[config.mk]
export PLATFORM = sky130hd
export DESIGN_NAME = character_position_registers
export DESIGN_NICKNAME = d
export VERILOG_FILES = /design/src/rtl/pacman_pkg.sv /design/src/rtl/move_target_calc.sv /design/src/rtl/character_position_registers.sv
export SDC_FILE = /design/constraint.sdc
export NUM_CORES = 1
export LEC_CHECK = 0
export BUFFER_PORTS_ARGS = -buffer_cell sky130_fd_sc_hd__buf_4
export CORE_AREA = 4 4 132 134
export CTS_CLUSTER_DIAMETER = 80
export DETAILED_ROUTE_END_ITERATION = 8
export DIE_AREA = 0 0 136 138
export HOLD_SLACK_MARGIN = 0.08
export SYNTH_ARGS = -nofsm -noshare
export SYNTH_HDL_FRONTEND = slang
export SYNTH_SLANG_ARGS = --single-unit
[constraint.sdc]
create_clock -name clock_50 -period 7.59 [get_ports clock_50]
set_clock_uncertainty 0.05 [all_clocks]
set_input_delay 0.3795 -clock clock_50 [delete_from_list [all_inputs] [get_ports clock_50]]
set_output_delay 0.3795 -clock clock_50 [all_outputs]
set_load 0.02 [all_outputs]
[src/rtl/pacman_pkg.sv]
// Shared encodings for the Pacman character datapath: directions,
// character codes, coordinate type and the position-update FSM states.
package pacman_pkg;

  localparam int COORD_W   = 8;
  localparam int NUM_CHARS = 5;

  typedef logic [COORD_W-1:0] coord_t;

  typedef enum logic [1:0] {
    DIR_LEFT  = 2'd0,
    DIR_RIGHT = 2'd1,
    DIR_UP    = 2'd2,
    DIR_DOWN  = 2'd3
  } dir_e;

  localparam logic [2:0] CHAR_PACMAN = 3'd0;
  localparam logic [2:0] CHAR_GHOST1 = 3'd1;
  localparam logic [2:0] CHAR_GHOST2 = 3'd2;
  localparam logic [2:0] CHAR_GHOST3 = 3'd3;
  localparam logic [2:0] CHAR_GHOST4 = 3'd4;

  typedef enum logic [2:0] {
    S_IDLE      = 3'd0,
    S_QUERY     = 3'd1,
    S_WAIT_RESP = 3'd2,
    S_WAIT_SAFE = 3'd3,
    S_COMMIT    = 3'd4
  } state_e;

endpackage

[src/rtl/move_target_calc.sv]
// One-pixel move target: horizontal moves wrap through the tunnel,
// vertical moves off the legal range are flagged as blocked without a
// wall lookup, as are codes that name no character.
module move_target_calc
  import pacman_pkg::*;
#(
  parameter logic [7:0] X_MAX = 8'd115,
  parameter logic [7:0] Y_MAX = 8'd115
) (
  input  logic [7:0] cur_x,
  input  logic [7:0] cur_y,
  input  logic [1:0] dir,
  input  logic [2:0] char_id,
  output logic [7:0] tgt_x,
  output logic [7:0] tgt_y,
  output logic       early_block
);

  // Target coordinate and early-block decision for the requested direction.
  always_comb begin
    // NOTE: every output gets a default first so no path leaves one unassigned (no latch).
    tgt_x       = cur_x;
    tgt_y       = cur_y;
    early_block = (char_id > CHAR_GHOST4);
    case (dir_e'(dir))
      DIR_LEFT:  tgt_x = (cur_x == 8'd0)  ? X_MAX : cur_x - 8'd1;
      DIR_RIGHT: tgt_x = (cur_x == X_MAX) ? 8'd0  : cur_x + 8'd1;
      DIR_UP: begin
        tgt_y = cur_y - 8'd1;
        if (cur_y == 8'd0) early_block = 1'b1;
      end
      DIR_DOWN: begin
        tgt_y = cur_y + 8'd1;
        if (cur_y == Y_MAX) early_block = 1'b1;
      end
      default: ;
    endcase
  end

endmodule

[src/rtl/character_position_registers.sv]
// Position store for Pacman and the four ghosts. Move commands are checked
// against the maze, then written only while the display is not drawing
// the moving character so a sprite is never drawn half-moved.
module character_position_registers
  import pacman_pkg::*;
#(
  parameter logic [7:0] X_MAX  = 8'd115,
  parameter logic [7:0] Y_MAX  = 8'd115,
  parameter logic [7:0] PAC_X0 = 8'd56,
  parameter logic [7:0] PAC_Y0 = 8'd86,
  parameter logic [7:0] G1_X0  = 8'd56,
  parameter logic [7:0] G2_X0  = 8'd50,
  parameter logic [7:0] G3_X0  = 8'd56,
  parameter logic [7:0] G4_X0  = 8'd62,
  parameter logic [7:0] G1_Y0  = 8'd50,
  parameter logic [7:0] G2_Y0  = 8'd56,
  parameter logic [7:0] G3_Y0  = 8'd56,
  parameter logic [7:0] G4_Y0  = 8'd56
) (
  input  logic       clock_50,
  input  logic       reset,
  input  logic [2:0] character_type,
  output logic [7:0] char_x,
  output logic [7:0] char_y,
  output logic       pacman_orientation,
  input  logic       cmd_valid,
  output logic       cmd_ready,
  input  logic [2:0] cmd_char,
  input  logic [1:0] cmd_dir,
  output logic       wall_query_valid,
  output logic [7:0] wall_query_x,
  output logic [7:0] wall_query_y,
  input  logic       wall_resp_valid,
  input  logic       wall_blocked,
  output logic       cmd_done,
  output logic       cmd_blocked
);

  coord_t pos_x_q [NUM_CHARS];
  coord_t pos_y_q [NUM_CHARS];
  coord_t pos_x_d [NUM_CHARS];
  coord_t pos_y_d [NUM_CHARS];
  state_e state_q, state_d;
  logic   orient_q, orient_d;
  logic [2:0] lat_char_q, lat_char_d;
  coord_t tgt_x_q, tgt_x_d, tgt_y_q, tgt_y_d;
  logic   blocked_q, blocked_d;
  logic   wq_valid_q, wq_valid_d;
  coord_t wq_x_q, wq_x_d, wq_y_q, wq_y_d;
  logic   done_q, done_d;
  logic   cmd_blocked_q, cmd_blocked_d;

  coord_t sel_x, sel_y, calc_x, calc_y;
  logic   calc_early;

  // Combinational read port for the display and the move source mux.
  always_comb begin
    char_x = '0;
    char_y = '0;
    sel_x  = '0;
    sel_y  = '0;
    for (int i = 0; i < NUM_CHARS; i++) begin
      if (character_type == 3'(i)) begin
        char_x = pos_x_q[i];
        char_y = pos_y_q[i];
      end
      if (cmd_char == 3'(i)) begin
        sel_x = pos_x_q[i];
        sel_y = pos_y_q[i];
      end
    end
  end

  move_target_calc #(
    .X_MAX(X_MAX),
    .Y_MAX(Y_MAX)
  ) u_calc (
    .cur_x      (sel_x),
    .cur_y      (sel_y),
    .dir        (cmd_dir),
    .char_id    (cmd_char),
    .tgt_x      (calc_x),
    .tgt_y      (calc_y),
    .early_block(calc_early)
  );

  // Next-state logic for the move FSM, its outputs and the position store.
  always_comb begin
    state_d       = state_q;
    pos_x_d       = pos_x_q;
    pos_y_d       = pos_y_q;
    orient_d      = orient_q;
    lat_char_d    = lat_char_q;
    tgt_x_d       = tgt_x_q;
    tgt_y_d       = tgt_y_q;
    blocked_d     = blocked_q;
    wq_valid_d    = 1'b0;
    wq_x_d        = wq_x_q;
    wq_y_d        = wq_y_q;
    done_d        = 1'b0;
    cmd_blocked_d = cmd_blocked_q;
    case (state_q)
      S_IDLE: begin
        if (cmd_valid) begin
          lat_char_d = cmd_char;
          tgt_x_d    = calc_x;
          tgt_y_d    = calc_y;
          if (cmd_char == CHAR_PACMAN && dir_e'(cmd_dir) == DIR_LEFT)  orient_d = 1'b0;
          if (cmd_char == CHAR_PACMAN && dir_e'(cmd_dir) == DIR_RIGHT) orient_d = 1'b1;
          if (calc_early) begin
            blocked_d     = 1'b1;
            done_d        = 1'b1;
            cmd_blocked_d = 1'b1;
            state_d       = S_COMMIT;
          end else begin
            blocked_d  = 1'b0;
            wq_valid_d = 1'b1;
            wq_x_d     = calc_x;
            wq_y_d     = calc_y;
            state_d    = S_QUERY;
          end
        end
      end
      S_QUERY: begin
        if (wall_resp_valid) begin
          blocked_d = wall_blocked;
          state_d   = S_WAIT_SAFE;
        end else begin
          state_d = S_WAIT_RESP;
        end
      end
      S_WAIT_RESP: begin
        if (wall_resp_valid) begin
          blocked_d = wall_blocked;
          if (wall_blocked) begin
            done_d        = 1'b1;
            cmd_blocked_d = 1'b1;
            state_d       = S_COMMIT;
          end else begin
            state_d = S_WAIT_SAFE;
          end
        end
      end
      S_WAIT_SAFE: begin
        if (character_type != lat_char_q) begin
          done_d        = 1'b1;
          cmd_blocked_d = blocked_q;
          state_d       = S_COMMIT;
        end
      end
      S_COMMIT: begin
        if (!blocked_q) begin
          for (int i = 0; i < NUM_CHARS; i++) begin
            if (lat_char_q == 3'(i)) begin
              pos_x_d[i] = tgt_x_q;
              pos_y_d[i] = tgt_y_q;
            end
          end
        end
        state_d = S_IDLE;
      end
      default: state_d = S_IDLE;
    endcase
  end

  // State register; reset restores home positions and drops any pending move.
  always_ff @(posedge clock_50 or posedge reset) begin
    if (reset) begin
      // NOTE: the position array is reset explicitly because the game relies on the home positions after reset.
      pos_x_q[CHAR_PACMAN] <= PAC_X0;
      pos_y_q[CHAR_PACMAN] <= PAC_Y0;
      pos_x_q[CHAR_GHOST1] <= G1_X0;
      pos_y_q[CHAR_GHOST1] <= G1_Y0;
      pos_x_q[CHAR_GHOST2] <= G2_X0;
      pos_y_q[CHAR_GHOST2] <= G2_Y0;
      pos_x_q[CHAR_GHOST3] <= G3_X0;
      pos_y_q[CHAR_GHOST3] <= G3_Y0;
      pos_x_q[CHAR_GHOST4] <= G4_X0;
      pos_y_q[CHAR_GHOST4] <= G4_Y0;
      state_q       <= S_IDLE;
      orient_q      <= 1'b0;
      lat_char_q    <= '0;
      tgt_x_q       <= '0;
      tgt_y_q       <= '0;
      blocked_q     <= 1'b0;
      wq_valid_q    <= 1'b0;
      wq_x_q        <= '0;
      wq_y_q        <= '0;
      done_q        <= 1'b0;
      cmd_blocked_q <= 1'b0;
    end else begin
      // NOTE: non-blocking assignments so every register samples pre-edge values.
      pos_x_q       <= pos_x_d;
      pos_y_q       <= pos_y_d;
      state_q       <= state_d;
      orient_q      <= orient_d;
      lat_char_q    <= lat_char_d;
      tgt_x_q       <= tgt_x_d;
      tgt_y_q       <= tgt_y_d;
      blocked_q     <= blocked_d;
      wq_valid_q    <= wq_valid_d;
      wq_x_q        <= wq_x_d;
      wq_y_q        <= wq_y_d;
      done_q        <= done_d;
      cmd_blocked_q <= cmd_blocked_d;
    end
  end

  assign cmd_ready          = (state_q == S_IDLE);
  assign pacman_orientation = orient_q;
  assign wall_query_valid   = wq_valid_q;
  assign wall_query_x       = wq_x_q;
  assign wall_query_y       = wq_y_q;
  assign cmd_done           = done_q;
  assign cmd_blocked        = cmd_blocked_q;

endmodule

==> flow_metrics.env, run 1 <==
export IMPL_hold_class="in2reg"
export IMPL_cts_sinks=123
export IMPL_cp_start_kind="input pin"
export IMPL_post_cts_buffers=0
export IMPL_cts_buffer_depth=2
export IMPL_syn_inst=676
export IMPL_row_count=47
export IMPL_finalCritPeriodShare_pct=47.6
export IMPL_ctsHtreeMaxLevel=4
export IMPL_status="finished clean"
export IMPL_clk_pin_slew_ns=0.06
export IMPL_fmax_mhz=277
export IMPL_io_buffers=49
export IMPL_r2r_start="pos_y_q[13]$_DFFE_PP1P_"
export IMPL_grt_pass1_wl_microns=32600
export IMPL_start_util_pct=44.0
export IMPL_synth_ff_type="dfrtp_1"
export IMPL_fp_coreArea_sq_mm=0.0163
export IMPL_cp_top_family="simple AND/OR/NAND/NOR gates"
export IMPL_ff2ff_path_depth=8
export IMPL_hold_path_startpoint="wall_resp_valid"
export IMPL_tns_ns=0
export IMPL_cts_made_buffers=17
export IMPL_cp_end_kind="flip-flop"
export IMPL_ant_nets=0
export IMPL_netlist_area_sq_mm=0.00717
export IMPL_layout_drive_gt1_share_pct=34.1
export IMPL_drc=0
export IMPL_syn_num_nets=699
export IMPL_p_leak_nw=3.58
export IMPL_cpPeakStageDelay_ns=0.74
export IMPL_required_ns=7.84
export IMPL_place_area_sq_mm=0.00768
export IMPL_utilization_pct=50.7
export IMPL_vias=5705
export IMPL_postSynthAreaPerCell_sq_um=10.6
export IMPL_io_pins=50
export IMPL_synth_edff_count=0
export IMPL_root_buffer="clkbuf_16"
export IMPL_grt_pass1_vias=5854
export IMPL_wl_microns=20300
export IMPL_yosysSeqAreaShare_pct=43.5
export IMPL_power_density_mw_per_mm2=372
export IMPL_setup_viol=0
export IMPL_rsz0062_at_grt="no"
export IMPL_cap_violations=0
export IMPL_vdd_drop_max_mv=0.180
export IMPL_syn_to_final_growth_pct=15.2
export IMPL_dieWidth_microns=136
export IMPL_antenna_cells=0
export IMPL_final_nets=723
export IMPL_synth_cell_types=73
export IMPL_grt_max_degree=70
export IMPL_ys_ff_latch=123
export IMPL_grt_usage_pct=22.3
export IMPL_final_common_cell="mux2_2"
export IMPL_cp_max_fo=30
export IMPL_critPathBufInv=1
export IMPL_clk_latency_ns=0.43
export IMPL_yosys_warnings=0
export IMPL_stdcell_area_sq_mm=0.00826
export IMPL_place_hpwl_microns=13200
export IMPL_post_route_min_period_ns=3.61
export IMPL_cp_arrival_ns=3.86
export IMPL_crit_cells=9
export IMPL_fp_dieH_microns=138
export IMPL_die_area_sq_mm=0.0188
export IMPL_holdPathEnd="blocked_q$_DFFE_PP0P_"
export IMPL_crit_chain="buf_4, nor2b_1, a2bb2oi_1, o22ai_1, nand4b_1, o41ai_1, a21oi_1, and2_1, mux2_2"
export IMPL_layout_common_cells="mux2_2, dfrtp_1, buf_4"
export IMPL_crit_path_top_delay_cell="and2_1"
export IMPL_hold_depth=2
export IMPL_async_flop_share_pct=100
export IMPL_r2r_end="wall_query_x[1]$_DFFE_PP0P_"
export IMPL_slew_violations=0
export IMPL_post_drt_via_cell_ratio=6.11
export IMPL_ff2ff_setup_slack_ns=4.35
export IMPL_slew_headroom_pct=21.1
export IMPL_grt_ovfl_total=0
export IMPL_drtIter0Drc=441
export IMPL_grt_antenna_before_repair=0
export IMPL_worst_setup_path_type="in2reg"
export IMPL_place_congestion=0.871
export IMPL_hold_viol_final=0
export IMPL_cts_tree="yes"
export IMPL_wl_per_cell_microns=21.8
export IMPL_tightest_slew_ns=1.18
export IMPL_first_pass_iters=5
==> cells by family after synthesis <==
kind of cell	count (synthesis)	share of synthesized area [%]
simple gates	144	10.0
xor+xnor	14	1.71
buf+inv	68	3.96
compound gates	170	16.1
mux	147	22.8
fa+ha+maj	10	1.85
flops	123	43.5
==> report_power, final <==
part           total [mW]  leakage, nW  internal, mW  switching [mW]
Sequential           1.25         1.50         0.971           0.279
Combinational        1.05         1.81         0.517           0.535
Clock               0.773        0.266         0.460           0.313
Total                3.07         3.58          1.95            1.13
==> cell type report <==
cell class	instances	area (sq um)
fill	1448	8030
multi-input combinational	485	3820
sequential	123	3120
clock buffer	19	443
timing repair buffer	54	408
tap	220	275
clock inverter	13	119
inverter	19	73.8
==> Yosys cell counts, types with 4 or more instances <==
library cell / number / area, sq um
o21ai_0: 37 / 185
clkbuf_1: 36 / 135
xor2_1: 5 / 43.8
nand2b_1: 5 / 31.3
and2_1: 5 / 31.3
mux2i_1: 36 / 360
nor2b_1: 4 / 25.0
dfstp_2: 33 / 867
inv_1: 15 / 56.3
nand2_1: 47 / 176
xnor2_1: 9 / 78.8
mux2_2: 109 / 1230
nand3_1: 4 / 20.0
a22oi_1: 34 / 255
nor3_1: 14 / 70.1
a2bb2oi_1: 4 / 35.0
o31ai_1: 5 / 37.5
nor2_1: 37 / 139
nor3b_1: 4 / 30.0
buf_2: 8 / 40.0
o22ai_1: 21 / 131
a21oi_1: 24 / 120
ha_1: 9 / 113
dfrtp_1: 90 / 2250
==> state kept, by name, summed over array words and instances (netlist names), 3 cells and up <==
signal,flops
tgt_y_q,8
state_q,3
lat_char_q,3
wall_query_y,8
pos_x_q,40
tgt_x_q,8
wall_query_x,8
pos_y_q,40
==> metrics by stage <==
stage	worst slack (ns)	hold slack (ns)	cells	total power [mW]
after floorplan	3.94	0.433	676	1.92
after global placement	3.66	0.443	900	2.27
after detailed placement	3.54	0.447	900	2.30
after CTS	3.97	0.126	933	3.09
after global routing	3.67	0.137	933	3.26
final	3.98	0.144	933	3.07
==> worst max-delay path by stage <==
stage                 from                     endpoint  slack [ns]
2_1_floorplan        reset        blocked_q$_DFFE_PP0P_        3.94
3_3_place_gp   cmd_char[1]  wall_query_y[1]$_DFFE_PP0P_        3.66
3_5_place_dp   cmd_char[1]  wall_query_x[1]$_DFFE_PP0P_        3.54
4_1_cts        cmd_char[1]  wall_query_x[1]$_DFFE_PP0P_        3.97
5_1_grt        cmd_char[1]  wall_query_x[0]$_DFFE_PP0P_        3.67
6_report       cmd_char[1]  wall_query_x[1]$_DFFE_PP0P_        3.98
==> per-layer routing <==
| layer | GRT usage, % | routed length (microns) | vias up |
|---|---|---|---|
| met1 | 28.4 | 8420 | 2866 |
| li1 | - | - | 2568 |
| met2 | 36.2 | 9960 | 213 |
| met3 | 5.74 | 1220 | 58 |
| met4 | 8.70 | 738 | 0 |
| met5 | 0 | 0 | - |
==> worst reg2reg max path: stages, from the launching register on <==
cell	delay [ns]
dfstp_2	0.54
mux2_2	0.15
a21oi_1	0.09
o22ai_1	0.30
nand4b_1	0.16
o41ai_1	0.08
a21oi_1	0.58
and2_1	0.74
mux2_2	0.42
==> timing repair <==
action,CTS,global route
hold buffers,1,0
hold endpoints to repair,41,0
gates resized for setup,0,0
endpoints found under the setup margin,0,0
(Power assumes the default switching activity.)
==> inputs of run 2 (changes only) <==
- clock period: 7.59 -> 3.7 ns (I/O delays scaled with it)
==> flow_metrics.env, run 2 (same netlist as run 1, synthesis figures left out) <==
export IMPL_io_buffers=49
export IMPL_cts_buffer_depth=2
export IMPL_grt_usage_pct=22.4
export IMPL_wl_per_cell_microns=21.8
export IMPL_io_pins=50
export IMPL_crit_chain="mux2i_1, o21ai_0, a21oi_1, inv_1, fa_1, a21o_1, a21oi_1, o21bai_1, a21oi_1, xnor2_1, nor2_1, a21oi_1, mux2_2"
export IMPL_cp_top_family="compound AO/OA/AOI/OAI gates"
export IMPL_tns_ns=0
export IMPL_tightest_slew_ns=0.905
export IMPL_required_ns=3.95
export IMPL_clockPowerShare_pct=25.1
export IMPL_antenna_cells=0
export IMPL_p_int_mw=4.02
export IMPL_grt_ovfl_total=0
export IMPL_start_util_pct=44.0
export IMPL_status="finished clean"
export IMPL_place_congestion=0.881
export IMPL_slew_violations=0
export IMPL_p_leak_nw=3.66
export IMPL_layout_common_cells="mux2_2, dfrtp_1, buf_4"
export IMPL_rsz0062_at_grt="no"
export IMPL_swShare_pct=36.5
export IMPL_layout_drive_gt1_share_pct=34.8
export IMPL_cpPeakStageDelay_ns=0.45
export IMPL_combPwrFrac_pct=34.4
export IMPL_post_cts_buffers=0
export IMPL_finalCritPeriodShare_pct=84.3
export IMPL_final_nets=739
export IMPL_switching_power_mw=2.31
export IMPL_drtIter0Drc=406
export IMPL_cp_arrival_ns=3.37
export IMPL_row_count=47
export IMPL_setup_viol=0
export IMPL_cp_end_kind="flip-flop"
export IMPL_cts_hold_buf=4
export IMPL_fmax_mhz=321
export IMPL_clk_latency_ns=0.42
export IMPL_hold_viol_final=0
export IMPL_post_route_min_period_ns=3.12
export IMPL_path_common_cell="a21oi_1"
export IMPL_grt_antenna_before_repair=0
export IMPL_multiInputGateArea_sq_mm=0.00379
export IMPL_ant_nets=0
export IMPL_vias=5727
export IMPL_crit_path_top_delay_cell="fa_1"
export IMPL_post_drt_via_cell_ratio=6.03
export IMPL_final_seq_area_sq_mm=0.00312
export IMPL_power_mw=6.33
export IMPL_first_pass_iters=7
export IMPL_cts_sinks=123
export IMPL_clk_pin_slew_ns=0.06
export IMPL_final_common_cell="mux2_2"
export IMPL_cap_violations=0
export IMPL_die_area_sq_mm=0.0188
export IMPL_grt_pass1_wl_microns=32700
export IMPL_dieWidth_microns=136
export IMPL_slew_headroom_pct=39.7
export IMPL_hold_class="in2reg"
export IMPL_syn_to_final_growth_pct=16.8
export IMPL_cts_tree="yes"
export IMPL_grt_max_degree=72
export IMPL_largestRegisters="pos_x_q (40), pos_y_q (40)"
export IMPL_root_buffer="clkbuf_16"
export IMPL_nFillCells=1479
export IMPL_place_hpwl_microns=13700
export IMPL_fp_dieH_microns=138
export IMPL_cp_start_kind="flip-flop"
export IMPL_stdcell_count=949
export IMPL_grt_pass1_vias=5821
export IMPL_vdd_drop_max_mv=0.360
export IMPL_worst_setup_path_type="reg2reg"
export IMPL_power_density_mw_per_mm2=755
export IMPL_ctsHtreeMaxLevel=4
export IMPL_critPathBufInv=1
export IMPL_dpl_cell_count=913
export IMPL_fp_coreArea_sq_mm=0.0163
export IMPL_drc=0
export IMPL_cts_made_buffers=17
export IMPL_cp_max_fo=4
export IMPL_wl_microns=20700
export IMPL_cts_resized_gates=0
export IMPL_p_seq_share_pct=40.5
## run 2: through the flow
stage | cell area, sq um | setup slack, ns | hold slack (ns) | util (%)
3_3_place_gp | 7770 | 0.445 | 0.375 | 47.7
3_5_place_dp | 7770 | 0.339 | 0.382 | 47.7
6_report | 8370 | 0.581 | 0.177 | 51.4
2_1_floorplan | 7170 | 0.249 | 0.239 | -
4_1_cts | 8370 | 0.604 | 0.164 | 51.4
5_1_grt | 8370 | 0.392 | 0.221 | 51.4
## run 2: routing by layer
metal	wire [microns]	GRT usage, %	share of wire, %	vias to the layer above
met3	995	5.05	4.8	29
li1	-	-	-	2596
met4	318	7.00	1.5	0
met1	9340	30.4	45	2912
met5	0	0	0	-
met2	10000	35.6	49	190
## run 2: final timing paths
path,start,end,slack [ns],cells after the start
max,pos_y_q[0]$_DFFE_PP0P_,wall_query_y[6]$_DFFE_PP0P_,0.58,13
min,cmd_dir[0],tgt_x_q[5]$_DFFE_PP0P_,0.18,3
max reg2reg,pos_y_q[0]$_DFFE_PP0P_,wall_query_y[6]$_DFFE_PP0P_,0.58,13
min reg2reg,wall_query_y[5]$_DFFE_PP0P_,wall_query_y[5]$_DFFE_PP0P_,0.46,1
max in group asynchronous,reset,pos_y_q[33]$_DFFE_PP1P_,2.25,4
min in group asynchronous,reset,pos_x_q[24]$_DFFE_PP0P_,0.48,3
## run 2: worst register-to-register path, stage by stage, from the launching register on
cell and delay, ns:
dfrtp_1 0.40, mux2i_1 0.15, o21ai_0 0.14, a21oi_1 0.39, inv_1 0.11, fa_1 0.45, a21o_1 0.20, a21oi_1 0.24
o21bai_1 0.11, a21oi_1 0.20, xnor2_1 0.09, nor2_1 0.11, a21oi_1 0.08, mux2_2 0.28
## run 2: area by class of cell
| type | count | share of cell area [%] |
|---|---|---|
| Clock buffer | 19 | 5.29 |
| Clock inverter | 13 | 1.45 |
| Inverter | 19 | 0.882 |
| Multi-Input combinational cell | 485 | 45.3 |
| Sequential cell | 123 | 37.2 |
| Tap cell | 220 | 3.29 |
| Timing Repair Buffer | 70 | 6.54 |
## run 2: power by group through the flow
stage | logic [mW] | clock network (mW) | registers (mW)
2_1_floorplan | 1.52 | 0 | 2.43
3_3_place_gp | 2.13 | 0 | 2.54
3_5_place_dp | 2.17 | 0 | 2.57
4_1_cts | 2.19 | 1.61 | 2.55
5_1_grt | 2.38 | 1.68 | 2.63
6_report | 2.18 | 1.59 | 2.56
==> inputs of run 3 (changes only) <==
- ABC_AREA: unset -> 1
- CORE_AREA: 4 4 132 134 -> 4 4 131 133
- DIE_AREA: 0 0 136 138 -> 0 0 135 137
- clock period: 3.7 -> 3.3 ns (I/O delays scaled with it)
==> flow_metrics.env, run 3 <==
export IMPL_status="finished clean"
export IMPL_cpPeakStageDelay_ns=0.54
export IMPL_post_route_min_period_ns=2.92
export IMPL_vias=6696
export IMPL_synth_most_common_cell="nand2_1"
export IMPL_utilization_pct=53.1
export IMPL_fp_dieH_microns=137
export IMPL_layout_common_cells="nand2_1, inv_1, o21ai_0"
export IMPL_cts_made_buffers=17
export IMPL_grt_pass1_vias=6321
export IMPL_yosysSeqAreaShare_pct=44.3
export IMPL_row_count=46
export IMPL_drc=0
export IMPL_required_ns=3.55
export IMPL_grt_usage_pct=24.8
export IMPL_cp_start_kind="input pin"
export IMPL_final_common_cell="nand2_1"
export IMPL_cts_sinks=123
export IMPL_dieWidth_microns=135
export IMPL_io_pins=50
export IMPL_ff2ff_setup_slack_ns=0.78
export IMPL_syn_inst=980
export IMPL_wl_microns=22100
export IMPL_cp_max_fo=20
export IMPL_tns_ns=0
export IMPL_r2r_start="pos_y_q[24]$_DFFE_PP0P_"
export IMPL_place_hpwl_microns=15100
export IMPL_largestRegisters="pos_x_q (40), pos_y_q (40)"
export IMPL_hold_class="in2reg"
export IMPL_synthTopCellsByCount="nand2_1, inv_1, o21ai_0"
export IMPL_hold_depth=4
export IMPL_netlist_area_leader_share_pct=32.0
export IMPL_synth_ff_type="dfrtp_1"
export IMPL_power_density_mw_per_mm2=859
export IMPL_antenna_cells=0
export IMPL_start_util_pct=44.5
export IMPL_rsz0062_at_grt="no"
export IMPL_r2r_end="tgt_y_q[6]$_DFFE_PP0P_"
export IMPL_place_congestion=0.925
export IMPL_cts_tree="yes"
export IMPL_drtIter0Drc=500
export IMPL_holdPathEnd="state_q[0]$_DFFE_PP0P_"
export IMPL_grt_pass1_wl_microns=34800
export IMPL_syn_num_nets=1003
export IMPL_nFillCells=1550
export IMPL_worst_setup_path_type="in2reg"
export IMPL_first_pass_iters=5
export IMPL_netlist_area_sq_mm=0.00705
export IMPL_yosys_top_cells_area="dfrtp_1, nand2_1, dfstp_2"
export IMPL_grt_ovfl_total=0
export IMPL_clk_latency_ns=0.43
export IMPL_final_nets=1060
export IMPL_grt_antenna_before_repair=0
export IMPL_yosysTopAreaCell="dfrtp_1"
export IMPL_vdd_drop_max_mv=0.386
export IMPL_yosys_warnings=0
export IMPL_postSynthAreaPerCell_sq_um=7.19
export IMPL_hold_viol_final=0
export IMPL_synth_edff_count=0
export IMPL_layout_drive_gt1_share_pct=14.4
export IMPL_cap_violations=0
export IMPL_crit_path_top_delay_cell="dlygate4sd3_1"
export IMPL_tightest_slew_ns=0.980
export IMPL_power_mw=7.22
export IMPL_ys_ff_latch=123
export IMPL_crit_chain="dlygate4sd3_1, buf_4, inv_4, nand2_1, nor2_4, nand2_1, nand2_1, a21oi_1, nand2_1, nand2_1, inv_1, ha_1, nand2_1, inv_1, o21ai_1, nand2_1, nand2_1, nand2_1, a21oi_1, xor2_1, o22ai_1, inv_1, o21ai_0"
export IMPL_finalCritPeriodShare_pct=88.4
export IMPL_cp_arrival_ns=3.16
export IMPL_die_area_sq_mm=0.0185
export IMPL_path_common_cell="nand2_1"
export IMPL_p_leak_nw=3.98
export IMPL_syn_to_final_growth_pct=19.3
export IMPL_fp_coreArea_sq_mm=0.0158
export IMPL_slew_headroom_pct=34.5
export IMPL_hold_path_startpoint="character_type[2]"
export IMPL_root_buffer="clkbuf_16"
export IMPL_async_flop_share_pct=100
export IMPL_io_buffers=49
export IMPL_setup_viol=0
export IMPL_post_drt_via_cell_ratio=5.29
export IMPL_slew_violations=0
export IMPL_fmax_mhz=343
export IMPL_wl_per_cell_microns=17.5
export IMPL_cp_end_kind="flip-flop"
export IMPL_grt_max_degree=124
export IMPL_cts_buffer_depth=2
export IMPL_ctsHtreeMaxLevel=4
export IMPL_clk_pin_slew_ns=0.06
export IMPL_synth_cell_types=39
export IMPL_ant_nets=0
export IMPL_ff2ff_path_depth=16
==> run 3: what timing repair did <==
action | CTS | global route
setup endpoints to repair | 0 | 7
endpoints found under the hold margin | 98 | 0
gates resized for setup | 0 | 9
buffers inserted | 0 | 0
hold buffers | 9 | 0
==> run 3: kinds of logic (layout without fill, tap and decap cells) <==
family,Yosys count,in the layout,share of synthesized area [%]
simple gates,500,500,30.4
compound gates,172,172,13.1
xor+xnor,9,9,1.12
buf+inv,166,236,9.23
fa+ha+maj,10,10,1.88
flops,123,123,44.3
==> run 3: cell type report <==
class | instances | area [sq um] | share of cell area (%)
Clock buffer | 21 | 460 | 5.48
Clock inverter | 11 | 168 | 1.99
Inverter | 134 | 509 | 6.06
Multi-Input combinational cell | 691 | 3320 | 39.5
Sequential cell | 123 | 3120 | 37.1
Tap cell | 216 | 270 | 3.22
Timing Repair Buffer | 70 | 561 | 6.67
==> run 3: stage by stage <==
stage	area [sq um]	hold slack (ns)	cells	worst slack, ns
finish	8400	0.110	1266	0.384
global route	8400	0.142	1266	0.0829
CTS	8370	0.0889	1266	0.127
detailed placement	7660	0.377	1225	0.298
global placement	7660	0.376	1225	0.453
floorplan	7050	0.236	980	0.879
==> run 3: worst max-delay path by stage <==
stage	from	to	slack, ns	cells past startpoint
after floorplan	cmd_char[1]	tgt_y_q[6]$_DFFE_PP0P_	0.88	20
after global placement	cmd_char[2]	tgt_y_q[6]$_DFFE_PP0P_	0.45	20
after detailed placement	cmd_char[2]	tgt_y_q[6]$_DFFE_PP0P_	0.30	20
after CTS	cmd_char[2]	tgt_y_q[6]$_DFFE_PP0P_	0.13	21
after global routing	cmd_char[2]	tgt_y_q[6]$_DFFE_PP0P_	0.08	23
final	cmd_char[2]	tgt_y_q[6]$_DFFE_PP0P_	0.38	23
==> run 3: critical path, delay by kind of cell <==
kind / cells / cell delay (ns)
and+or+nand+nor: 10 / 0.95
adders and majority gates: 1 / 0.26
AOI/OAI and AO/OA: 5 / 0.51
buffers and inverters: 6 / 1.09
xor gates and xnor gates: 1 / 0.17
==> run 3: power by group <==
group	switching [mW]	total (mW)	internal, mW	leakage, nW
Sequential	0.451	2.64	2.19	1.52
Clock	0.702	2.00	1.30	0.303
Combinational	1.68	2.58	0.900	2.16
Total	2.83	7.22	4.39	3.98
==> run 3: per-layer routing <==
layer	GRT usage, %	part of all wire, %	vias to the layer above
li1	-	-	3269
met1	33.4	45	3171
met2	39.4	46	213
met3	4.49	4.8	43
met4	10.9	3.6	0
met5	0	0	-
